--- src/rtl/pipeline_hazard_controller_pkg.sv ---
// Shared types and encodings for the ARM pipeline hazard controller.
// Holds the FSM state enum, forwarding selects and the PC register number.
package ctrl_pkg;

  typedef enum logic [1:0] {
    RUN      = 2'd0,
    STALL_LD = 2'd1,
    STALL_FL = 2'd2
  } state_t;

  localparam logic [1:0] FWD_RF    = 2'b00;
  localparam logic [1:0] FWD_EXMEM = 2'b01;
  localparam logic [1:0] FWD_MEMWB = 2'b10;
  localparam logic [1:0] FWD_WB    = 2'b11;

  localparam logic [3:0] REG_PC = 4'd15;

  localparam logic [2:0] RUN_MAX = 3'd7;

  // Saturating increment for the stall run counter.
  function automatic logic [2:0] run_inc(
    input logic [2:0] v
  );
    return (v == RUN_MAX) ? v : v + 3'd1;
  endfunction

endpackage

--- src/rtl/pipeline_hazard_controller_if.sv ---
// Bundle of the hazard controller's pipeline-facing signals.
// The pipeline side uses master; the controller uses slave.
interface pipeline_hazard_controller_if #(
  parameter int CNT_W = 32
);

  logic [3:0]       id_rn;
  logic [3:0]       id_rm;
  logic [3:0]       id_rd;
  logic             id_use_rn;
  logic             id_use_rm;
  logic             id_use_rd;
  logic             id_cond;
  logic             branch_taken;
  logic [3:0]       ex_rd;
  logic             ex_reg_write;
  logic             ex_mem_to_reg;
  logic             ex_set_flags;
  logic [3:0]       mem_rd;
  logic             mem_reg_write;
  logic [3:0]       wb_rd;
  logic             wb_reg_write;
  logic             clr_counters;

  logic             pc_enable;
  logic             if_id_enable;
  logic             if_id_flush;
  logic             nop_insert;
  logic [1:0]       fwd_a;
  logic [1:0]       fwd_b;
  logic [1:0]       fwd_c;
  logic [CNT_W-1:0] stall_cycles;
  logic [CNT_W-1:0] flush_cycles;
  logic             stall_error;

  modport master (
    output id_rn, id_rm, id_rd,
    output id_use_rn, id_use_rm, id_use_rd,
    output id_cond, branch_taken,
    output ex_rd, ex_reg_write,
    output ex_mem_to_reg, ex_set_flags,
    output mem_rd, mem_reg_write,
    output wb_rd, wb_reg_write,
    output clr_counters,
    input  pc_enable, if_id_enable,
    input  if_id_flush, nop_insert,
    input  fwd_a, fwd_b, fwd_c,
    input  stall_cycles, flush_cycles,
    input  stall_error
  );

  modport slave (
    input  id_rn, id_rm, id_rd,
    input  id_use_rn, id_use_rm, id_use_rd,
    input  id_cond, branch_taken,
    input  ex_rd, ex_reg_write,
    input  ex_mem_to_reg, ex_set_flags,
    input  mem_rd, mem_reg_write,
    input  wb_rd, wb_reg_write,
    input  clr_counters,
    output pc_enable, if_id_enable,
    output if_id_flush, nop_insert,
    output fwd_a, fwd_b, fwd_c,
    output stall_cycles, flush_cycles,
    output stall_error
  );

endinterface

--- src/rtl/pipeline_hazard_controller_forward_select.sv ---
// Operand forwarding select for one ID source register.
// Youngest producer wins; R15 and unused sources read the regfile.
module forward_select
  import ctrl_pkg::*;
(
  input  logic [3:0] i_src,
  input  logic       i_use,
  input  logic [3:0] i_exmem_rd,
  input  logic       i_exmem_we,
  input  logic [3:0] i_memwb_rd,
  input  logic       i_memwb_we,
  input  logic [3:0] i_wb_rd,
  input  logic       i_wb_we,
  output logic [1:0] o_sel
);

  logic w_ok;

  assign w_ok = i_use & (i_src != REG_PC);

  // Priority pick of the youngest matching writer.
  always_comb begin
    o_sel = FWD_RF;
    if (w_ok && i_exmem_we && i_exmem_rd == i_src)
      o_sel = FWD_EXMEM;
    else if (w_ok && i_memwb_we && i_memwb_rd == i_src)
      o_sel = FWD_MEMWB;
    else if (w_ok && i_wb_we && i_wb_rd == i_src)
      o_sel = FWD_WB;
  end

endmodule

--- src/rtl/pipeline_hazard_controller.sv ---
// Five-stage ARM pipeline hazard controller: stalls, flushes,
// forwarding selects, saturating perf counters and stall watchdog.
module pipeline_hazard_controller
  import ctrl_pkg::*;
#(
  parameter int CNT_W     = 32,
  parameter int MAX_STALL = 4
) (
  input logic clk,
  input logic reset,
  pipeline_hazard_controller_if.slave bus
);

  logic       w_ex_load;
  logic       w_hit_rn;
  logic       w_hit_rm;
  logic       w_hit_rd;
  logic       w_load_hz;
  logic       w_flag_hz;
  logic       w_stall;
  logic       w_flush;

  state_t     r_state;
  state_t     w_state_next;
  logic [2:0] r_run_cnt;
  logic [2:0] w_run_next;
  logic       r_err;
  logic       w_err_next;

  logic [1:0] w_sel_a;
  logic [1:0] w_sel_b;
  logic [1:0] w_sel_c;
  logic [1:0] r_fwd_a;
  logic [1:0] r_fwd_b;
  logic [1:0] r_fwd_c;

  logic [3:0] r_wb_rd;
  logic       r_wb_we;

  logic [CNT_W-1:0] r_stall_cnt;
  logic [CNT_W-1:0] r_flush_cnt;

  assign w_ex_load = bus.ex_mem_to_reg
                   & bus.ex_reg_write
                   & (bus.ex_rd != REG_PC);

  assign w_hit_rn = bus.id_use_rn
                  & (bus.id_rn == bus.ex_rd);
  assign w_hit_rm = bus.id_use_rm
                  & (bus.id_rm == bus.ex_rd);
  assign w_hit_rd = bus.id_use_rd
                  & (bus.id_rd == bus.ex_rd);

  assign w_load_hz = w_ex_load
                   & (w_hit_rn | w_hit_rm | w_hit_rd);
  assign w_flag_hz = bus.ex_set_flags & bus.id_cond;
  assign w_stall   = w_load_hz | w_flag_hz;

  // A stale-flag branch is dropped while stalled.
  assign w_flush = ~reset & bus.branch_taken & ~w_stall;

  forward_select u_fwd_rn (
    .i_src      (bus.id_rn),
    .i_use      (bus.id_use_rn),
    .i_exmem_rd (bus.mem_rd),
    .i_exmem_we (bus.mem_reg_write),
    .i_memwb_rd (bus.wb_rd),
    .i_memwb_we (bus.wb_reg_write),
    .i_wb_rd    (r_wb_rd),
    .i_wb_we    (r_wb_we),
    .o_sel      (w_sel_a)
  );

  forward_select u_fwd_rm (
    .i_src      (bus.id_rm),
    .i_use      (bus.id_use_rm),
    .i_exmem_rd (bus.mem_rd),
    .i_exmem_we (bus.mem_reg_write),
    .i_memwb_rd (bus.wb_rd),
    .i_memwb_we (bus.wb_reg_write),
    .i_wb_rd    (r_wb_rd),
    .i_wb_we    (r_wb_we),
    .o_sel      (w_sel_b)
  );

  forward_select u_fwd_rd (
    .i_src      (bus.id_rd),
    .i_use      (bus.id_use_rd),
    .i_exmem_rd (bus.mem_rd),
    .i_exmem_we (bus.mem_reg_write),
    .i_memwb_rd (bus.wb_rd),
    .i_memwb_we (bus.wb_reg_write),
    .i_wb_rd    (r_wb_rd),
    .i_wb_we    (r_wb_we),
    .o_sel      (w_sel_c)
  );

  // Next state, stall run length and watchdog.
  always_comb begin
    w_state_next = RUN;
    w_run_next   = 3'd0;
    if (w_load_hz)
      w_state_next = STALL_LD;
    else if (w_flag_hz)
      w_state_next = STALL_FL;
    if (w_state_next != RUN) begin
      if (r_state == RUN)
        w_run_next = 3'd1;
      else
        w_run_next = run_inc(r_run_cnt);
    end
    w_err_next = r_err
               | (int'(w_run_next) >= MAX_STALL);
  end

  // State, run counter and sticky error.
  always_ff @(posedge clk) begin
    if (reset) begin
      r_state   <= RUN;
      r_run_cnt <= 3'd0;
      r_err     <= 1'b0;
    end else begin
      r_state   <= w_state_next;
      r_run_cnt <= w_run_next;
      r_err     <= w_err_next;
    end
  end

  // ID/EX forwarding selects; a bubble carries 00.
  always_ff @(posedge clk) begin
    if (reset || w_stall) begin
      r_fwd_a <= FWD_RF;
      r_fwd_b <= FWD_RF;
      r_fwd_c <= FWD_RF;
    end else begin
      r_fwd_a <= w_sel_a;
      r_fwd_b <= w_sel_b;
      r_fwd_c <= w_sel_c;
    end
  end

  // Remember last cycle's write-back for the WB bypass.
  always_ff @(posedge clk) begin
    if (reset) begin
      r_wb_rd <= 4'd0;
      r_wb_we <= 1'b0;
    end else begin
      r_wb_rd <= bus.wb_rd;
      r_wb_we <= bus.wb_reg_write;
    end
  end

  // Saturating stall counter; clear beats increment.
  always_ff @(posedge clk) begin
    if (reset || bus.clr_counters)
      r_stall_cnt <= '0;
    else if (w_stall && !(&r_stall_cnt))
      r_stall_cnt <= r_stall_cnt + CNT_W'(1);
  end

  // Saturating flush counter; clear beats increment.
  always_ff @(posedge clk) begin
    if (reset || bus.clr_counters)
      r_flush_cnt <= '0;
    else if (w_flush && !(&r_flush_cnt))
      r_flush_cnt <= r_flush_cnt + CNT_W'(1);
  end

  // Output drive; reset forces the idle/bubble pattern.
  always_comb begin
    bus.pc_enable    = 1'b0;
    bus.if_id_enable = 1'b0;
    bus.if_id_flush  = 1'b0;
    bus.nop_insert   = 1'b1;
    bus.fwd_a        = FWD_RF;
    bus.fwd_b        = FWD_RF;
    bus.fwd_c        = FWD_RF;
    bus.stall_cycles = '0;
    bus.flush_cycles = '0;
    bus.stall_error  = 1'b0;
    if (!reset) begin
      bus.pc_enable    = ~w_stall;
      bus.if_id_enable = ~w_stall;
      bus.if_id_flush  = w_flush;
      bus.nop_insert   = w_stall;
      bus.fwd_a        = r_fwd_a;
      bus.fwd_b        = r_fwd_b;
      bus.fwd_c        = r_fwd_c;
      bus.stall_cycles = r_stall_cnt;
      bus.flush_cycles = r_flush_cnt;
      bus.stall_error  = r_err;
    end
  end

endmodule
--- src/flat_wrapper.sv ---
// flat-port wrapper written by rule: the top's interface ports become plain ports
module pipeline_hazard_controller_flat import ctrl_pkg::*;
#(
  parameter int CNT_W     = 32,
  parameter int MAX_STALL = 4
)
  (clk, reset, bus_id_rn, bus_id_rm, bus_id_rd, bus_id_use_rn, bus_id_use_rm, bus_id_use_rd, bus_id_cond, bus_branch_taken, bus_ex_rd, bus_ex_reg_write, bus_ex_mem_to_reg, bus_ex_set_flags, bus_mem_rd, bus_mem_reg_write, bus_wb_rd, bus_wb_reg_write, bus_clr_counters, bus_pc_enable, bus_if_id_enable, bus_if_id_flush, bus_nop_insert, bus_fwd_a, bus_fwd_b, bus_fwd_c, bus_stall_cycles, bus_flush_cycles, bus_stall_error);
  pipeline_hazard_controller_if #(.CNT_W(CNT_W)) bus_i ();
  input logic clk;
  input logic reset;
  input wire logic [$bits(bus_i.id_rn)-1:0] bus_id_rn;
  input wire logic [$bits(bus_i.id_rm)-1:0] bus_id_rm;
  input wire logic [$bits(bus_i.id_rd)-1:0] bus_id_rd;
  input wire logic [$bits(bus_i.id_use_rn)-1:0] bus_id_use_rn;
  input wire logic [$bits(bus_i.id_use_rm)-1:0] bus_id_use_rm;
  input wire logic [$bits(bus_i.id_use_rd)-1:0] bus_id_use_rd;
  input wire logic [$bits(bus_i.id_cond)-1:0] bus_id_cond;
  input wire logic [$bits(bus_i.branch_taken)-1:0] bus_branch_taken;
  input wire logic [$bits(bus_i.ex_rd)-1:0] bus_ex_rd;
  input wire logic [$bits(bus_i.ex_reg_write)-1:0] bus_ex_reg_write;
  input wire logic [$bits(bus_i.ex_mem_to_reg)-1:0] bus_ex_mem_to_reg;
  input wire logic [$bits(bus_i.ex_set_flags)-1:0] bus_ex_set_flags;
  input wire logic [$bits(bus_i.mem_rd)-1:0] bus_mem_rd;
  input wire logic [$bits(bus_i.mem_reg_write)-1:0] bus_mem_reg_write;
  input wire logic [$bits(bus_i.wb_rd)-1:0] bus_wb_rd;
  input wire logic [$bits(bus_i.wb_reg_write)-1:0] bus_wb_reg_write;
  input wire logic [$bits(bus_i.clr_counters)-1:0] bus_clr_counters;
  output wire logic [$bits(bus_i.pc_enable)-1:0] bus_pc_enable;
  output wire logic [$bits(bus_i.if_id_enable)-1:0] bus_if_id_enable;
  output wire logic [$bits(bus_i.if_id_flush)-1:0] bus_if_id_flush;
  output wire logic [$bits(bus_i.nop_insert)-1:0] bus_nop_insert;
  output wire logic [$bits(bus_i.fwd_a)-1:0] bus_fwd_a;
  output wire logic [$bits(bus_i.fwd_b)-1:0] bus_fwd_b;
  output wire logic [$bits(bus_i.fwd_c)-1:0] bus_fwd_c;
  output wire logic [$bits(bus_i.stall_cycles)-1:0] bus_stall_cycles;
  output wire logic [$bits(bus_i.flush_cycles)-1:0] bus_flush_cycles;
  output wire logic [$bits(bus_i.stall_error)-1:0] bus_stall_error;
  assign bus_i.id_rn = bus_id_rn;
  assign bus_i.id_rm = bus_id_rm;
  assign bus_i.id_rd = bus_id_rd;
  assign bus_i.id_use_rn = bus_id_use_rn;
  assign bus_i.id_use_rm = bus_id_use_rm;
  assign bus_i.id_use_rd = bus_id_use_rd;
  assign bus_i.id_cond = bus_id_cond;
  assign bus_i.branch_taken = bus_branch_taken;
  assign bus_i.ex_rd = bus_ex_rd;
  assign bus_i.ex_reg_write = bus_ex_reg_write;
  assign bus_i.ex_mem_to_reg = bus_ex_mem_to_reg;
  assign bus_i.ex_set_flags = bus_ex_set_flags;
  assign bus_i.mem_rd = bus_mem_rd;
  assign bus_i.mem_reg_write = bus_mem_reg_write;
  assign bus_i.wb_rd = bus_wb_rd;
  assign bus_i.wb_reg_write = bus_wb_reg_write;
  assign bus_i.clr_counters = bus_clr_counters;
  assign bus_pc_enable = bus_i.pc_enable;
  assign bus_if_id_enable = bus_i.if_id_enable;
  assign bus_if_id_flush = bus_i.if_id_flush;
  assign bus_nop_insert = bus_i.nop_insert;
  assign bus_fwd_a = bus_i.fwd_a;
  assign bus_fwd_b = bus_i.fwd_b;
  assign bus_fwd_c = bus_i.fwd_c;
  assign bus_stall_cycles = bus_i.stall_cycles;
  assign bus_flush_cycles = bus_i.flush_cycles;
  assign bus_stall_error = bus_i.stall_error;
  pipeline_hazard_controller #(.CNT_W(CNT_W), .MAX_STALL(MAX_STALL)) u_core (.clk(clk), .reset(reset), .bus(bus_i));
endmodule
--- config.mk ---
export PLATFORM = sky130hd
export DESIGN_NAME = pipeline_hazard_controller_flat
export DESIGN_NICKNAME = d
export VERILOG_FILES = /design/src/rtl/pipeline_hazard_controller_pkg.sv /design/src/rtl/pipeline_hazard_controller_if.sv /design/src/rtl/pipeline_hazard_controller_forward_select.sv /design/src/rtl/pipeline_hazard_controller.sv /design/src/flat_wrapper.sv
export SDC_FILE = /design/constraint.sdc
export NUM_CORES = 1
export LEC_CHECK = 0
export CAP_MARGIN = 0
export CORE_ASPECT_RATIO = 0.75
export CORE_MARGIN = 2
export CORE_UTILIZATION = 52
export CTS_BUF_LIST = sky130_fd_sc_hd__clkbuf_8
export DETAILED_ROUTE_END_ITERATION = 6
export HOLD_SLACK_MARGIN = 0.06
export MAX_ROUTING_LAYER = met4
export PLACE_DENSITY = 0.82
export SETUP_SLACK_MARGIN = 0.4
export SLEW_MARGIN = 20
export SYNTH_ARGS = -nofsm -noshare
export SYNTH_HDL_FRONTEND = slang
export SYNTH_HIERARCHICAL = 1
export SYNTH_SLANG_ARGS = --single-unit
--- constraint.sdc ---
create_clock -name clk -period 2.2 [get_ports clk]
set_input_delay 0.22 -clock clk [delete_from_list [all_inputs] [get_ports clk]]
set_output_delay 0.22 -clock clk [all_outputs]
set_load 0.005 [all_outputs]
==> summary.txt <==
Placement
  – DP Cell Count: 840
  – Placer Congestion: 0.8717
  – Post-DP HPWL: 9844 um
  – IO Port Bufs: 111

Synth
  – Post-synth ARST share: 0%
  – Distinct cells, synth: between 40 and 50
  – Main synth FF type: dfxtp_1
  – Avg Inst Size Synth: 8.097 um^2
  – Ys Warns: 6
  – Syn Std Cell Area: 0.004777 mm^2
  – Post-synthesis register bit count: 81
  – Sequential fraction of the synthesis area: 33.94%
  – Number of synthesized flops with an enable pin: 0
  – Synth Instances: 590
  – Synthesized net count: 630

Worst setup path
  – Critical Path AT: 2.40 ns
  – R2R cell count: 9
  – R2R Setup Slk: 0.06 ns
  – CP Capture Type: register
  – Crit path required time: between 2 and 2.5 ns
  – CP Launch Type: register
  – Critical R2R Launch: u_core/r_stall_cnt[17]
  – Critical R2R Capture: u_core/r_stall_cnt[23]
  – Crit Path Max Fanout: 7
  – CP Class: reg -> reg

Timing
  – Clock Skew: 0.01399 ns
  – Final period util: between 90 and 100%
  – Final setup fails: 0
  – Final Max Slew Viols: 0
  – Final Hold Viols: 0
  – Hold_ws: 0.4685 ns
  – RSZ-0062 raised after global routing: true
  – Setup TNS: 0 ns
  – Fmax: roughly 470 MHz
  – Worst slew pin tran: 0.6888 ns
  – Max transition margin: 53.91%
  – Minimum clock period: 2.145 ns

Layout
  – Layout overhead on the synthesized area: 55.34%
  – Layout Cells excl Fill: 900
  – Most common cell after layout, fill and taps aside: clkdlybuf4s50_1
  – N_diodes: 0
  – Final #Nets: 823
  – Layout cells sized above 1: 31.98%
  – Commonest non-fill, non-tap cells in the layout: 83 x clkdlybuf4s50_1, 74 x buf_4, 71 x nor2b_1

Global routing
  – First-pass GRT wire length: 24,080 um
  – Largest net degree at the start of global routing: 86
  – Initial antenna violation count: 0
  – Total grt overflow: 0
  – Gr usage total: 30.70%
  – Vias in the first global route: 4,914

Hold path
  – Worst Hold Class: in -> reg
  – Worst hold path startpoint: reset
  – Worst Hold Path EP: u_core/r_wb_we
  – Hold depth: 3

Clock network
  – CTS max path bufs: 2
  – Clk slew on worst S/H paths: 0.10 ns
  – CTS tree: done
  – Num CTS Buffers: 9
  – Clk_lat worst skew: 0.36 ns
  – CTS sink count: slightly above 80
  – Hold-fix buffers, CTS: 0
  – Root buffer cell: clkbuf_8
  – CTS H-tree lvls: 3

Pwr
  – Total power: 3.058 mW
  – Pwr/cell area: roughly 400 mW/mm^2
  – Lkg Pwr: 2.773 nW
  – Maximum VDD drop: ~0.35 mV

Die
  – Initial core utilization: approximately 53%
  – Die height: ~87 um
  – # rows: 30
  – Core area: 0.008971 mm^2
  – Num ports: 112
  – Die width: 114.7 um
  – Die area: 0.009977 mm^2

Route
  – Number of remaining DRC errors: 0
  – DR iter-0 viols: around 550
  – Vias per cell: 6.133
  – Final WL: 17,900 um
  – Detailed-route via count: 5,520
  – First drt pass iteration count: 5
  – Final ANT Viol Nets: 0
  – DR WL/cell: between 15 and 20 um

Outcome
  – Status: completed

Job
  – MaxCap Viol Count: 0
sequential cells by signal, indices dropped and copies added, names as in the netlist:
register,cells
u_core/r_wb_rd,4
u_core/r_state,2
u_core/r_fwd_a,2
u_core/r_run_cnt,3
u_core/r_wb_we,1
u_core/r_stall_cnt,32
u_core/r_err,1
u_core/r_flush_cnt,32
u_core/r_fwd_b,2
u_core/r_fwd_c,2
worst max-delay path by stage:
stage,start,cells past startpoint,slack (ns),to
detailed placement,bus_ex_rd[0],10,-0.28,u_core/r_stall_cnt[27]
global route,u_core/r_stall_cnt[20],9,-0.009,u_core/r_stall_cnt[23]
CTS,u_core/r_stall_cnt[15],8,0.35,u_core/r_stall_cnt[13]
floorplan,bus_ex_rd[2],8,0.40,u_core/r_stall_cnt[7]
finish,u_core/r_stall_cnt[17],9,0.06,u_core/r_stall_cnt[23]
global placement,bus_ex_rd[2],10,-0.22,u_core/r_flush_cnt[16]
where the power goes:
part / internal [mW] / switching [mW] / total [mW]
Combinational: 0.202 / 0.247 / 0.450
Clock: 0.535 / 0.600 / 1.13
Sequential: 1.46 / 0.00984 / 1.47
Total: 2.20 / 0.857 / 3.06
per-layer routing:
layer	global-route usage [%]	wire length (um)	vias up	share of wire, %
li1	-	-	2422	-
met1	39.10	7050	2628	39
met2	50.51	8577	383	48
met3	5.150	1535	87	8.6
met4	8.980	731	0	4.1
met5	-	0	-	0
area by class of cell:
type | instances | area [um^2]
Multi-Input combinational cell | 470 | 3468
Timing Repair Buffer | 210 | 1886
Sequential cell | 81 | 1684
Fill cell | 492 | 1550
Tap cell | 112 | 140.1
Clock buffer | 9 | 123.9
Clock inverter | 7 | 77.57
Inverter | 11 | 41.29
metrics by stage:
| stage | worst slack, ns | util [%] | instance area (um^2) |
|---|---|---|---|
| detailed placement | -0.2755 | 70.82 | 6354 |
| global placement | -0.2225 | 70.82 | 6354 |
| finish | 0.05546 | 82.72 | 7421 |
| global route | -0.009442 | 82.72 | 7421 |
| floorplan | 0.3968 | - | 4796 |
| CTS | 0.3460 | 77.77 | 6977 |
repair_timing:
action | in CTS | in global routing
cloned | 1 | 1
buffers inserted | 23 | 19
resized for setup | 122 | 97
pin swaps | 27 | 63
setup endpoints to repair | 77 | 69
Yosys cell counts, types with 11 or more instances:
cell | number | area (um^2)
a21oi_1 | 14 | 70.07
and3_1 | 19 | 118.9
clkbuf_1 | 20 | 75.07
dfxtp_1 | 81 | 1622
inv_1 | 11 | 41.29
nand2_1 | 29 | 108.9
nand3_1 | 27 | 135.1
nand4_1 | 27 | 168.9
nor2_1 | 72 | 270.3
nor2b_1 | 71 | 444.2
nor3_1 | 28 | 140.1
xnor2_1 | 41 | 359.1
xor2_1 | 56 | 490.5
kinds of logic (layout without fill, tap and decap cells):
kind of cell	Yosys count	after routing	synth area share, %
compound gates	48	48	6.627
xor+xnor	97	97	17.78
fa+ha+maj	3	3	0.7858
buf+inv	39	237	3.431
flops	81	81	33.94
mux	1	1	0.2095
simple gates	321	321	37.22
critical path, stage by stage, from the launching register on:
cell and delay, ns:
dfxtp_2 0.37, nand4_1 0.23, nor4_4 0.37, nand3_2 0.17, nor4_4 0.18, buf_6 0.19
buf_6 0.14, nor4_1 0.06, xnor2_1 0.24, nor2_1 0.08
(Power assumes the default switching activity.)
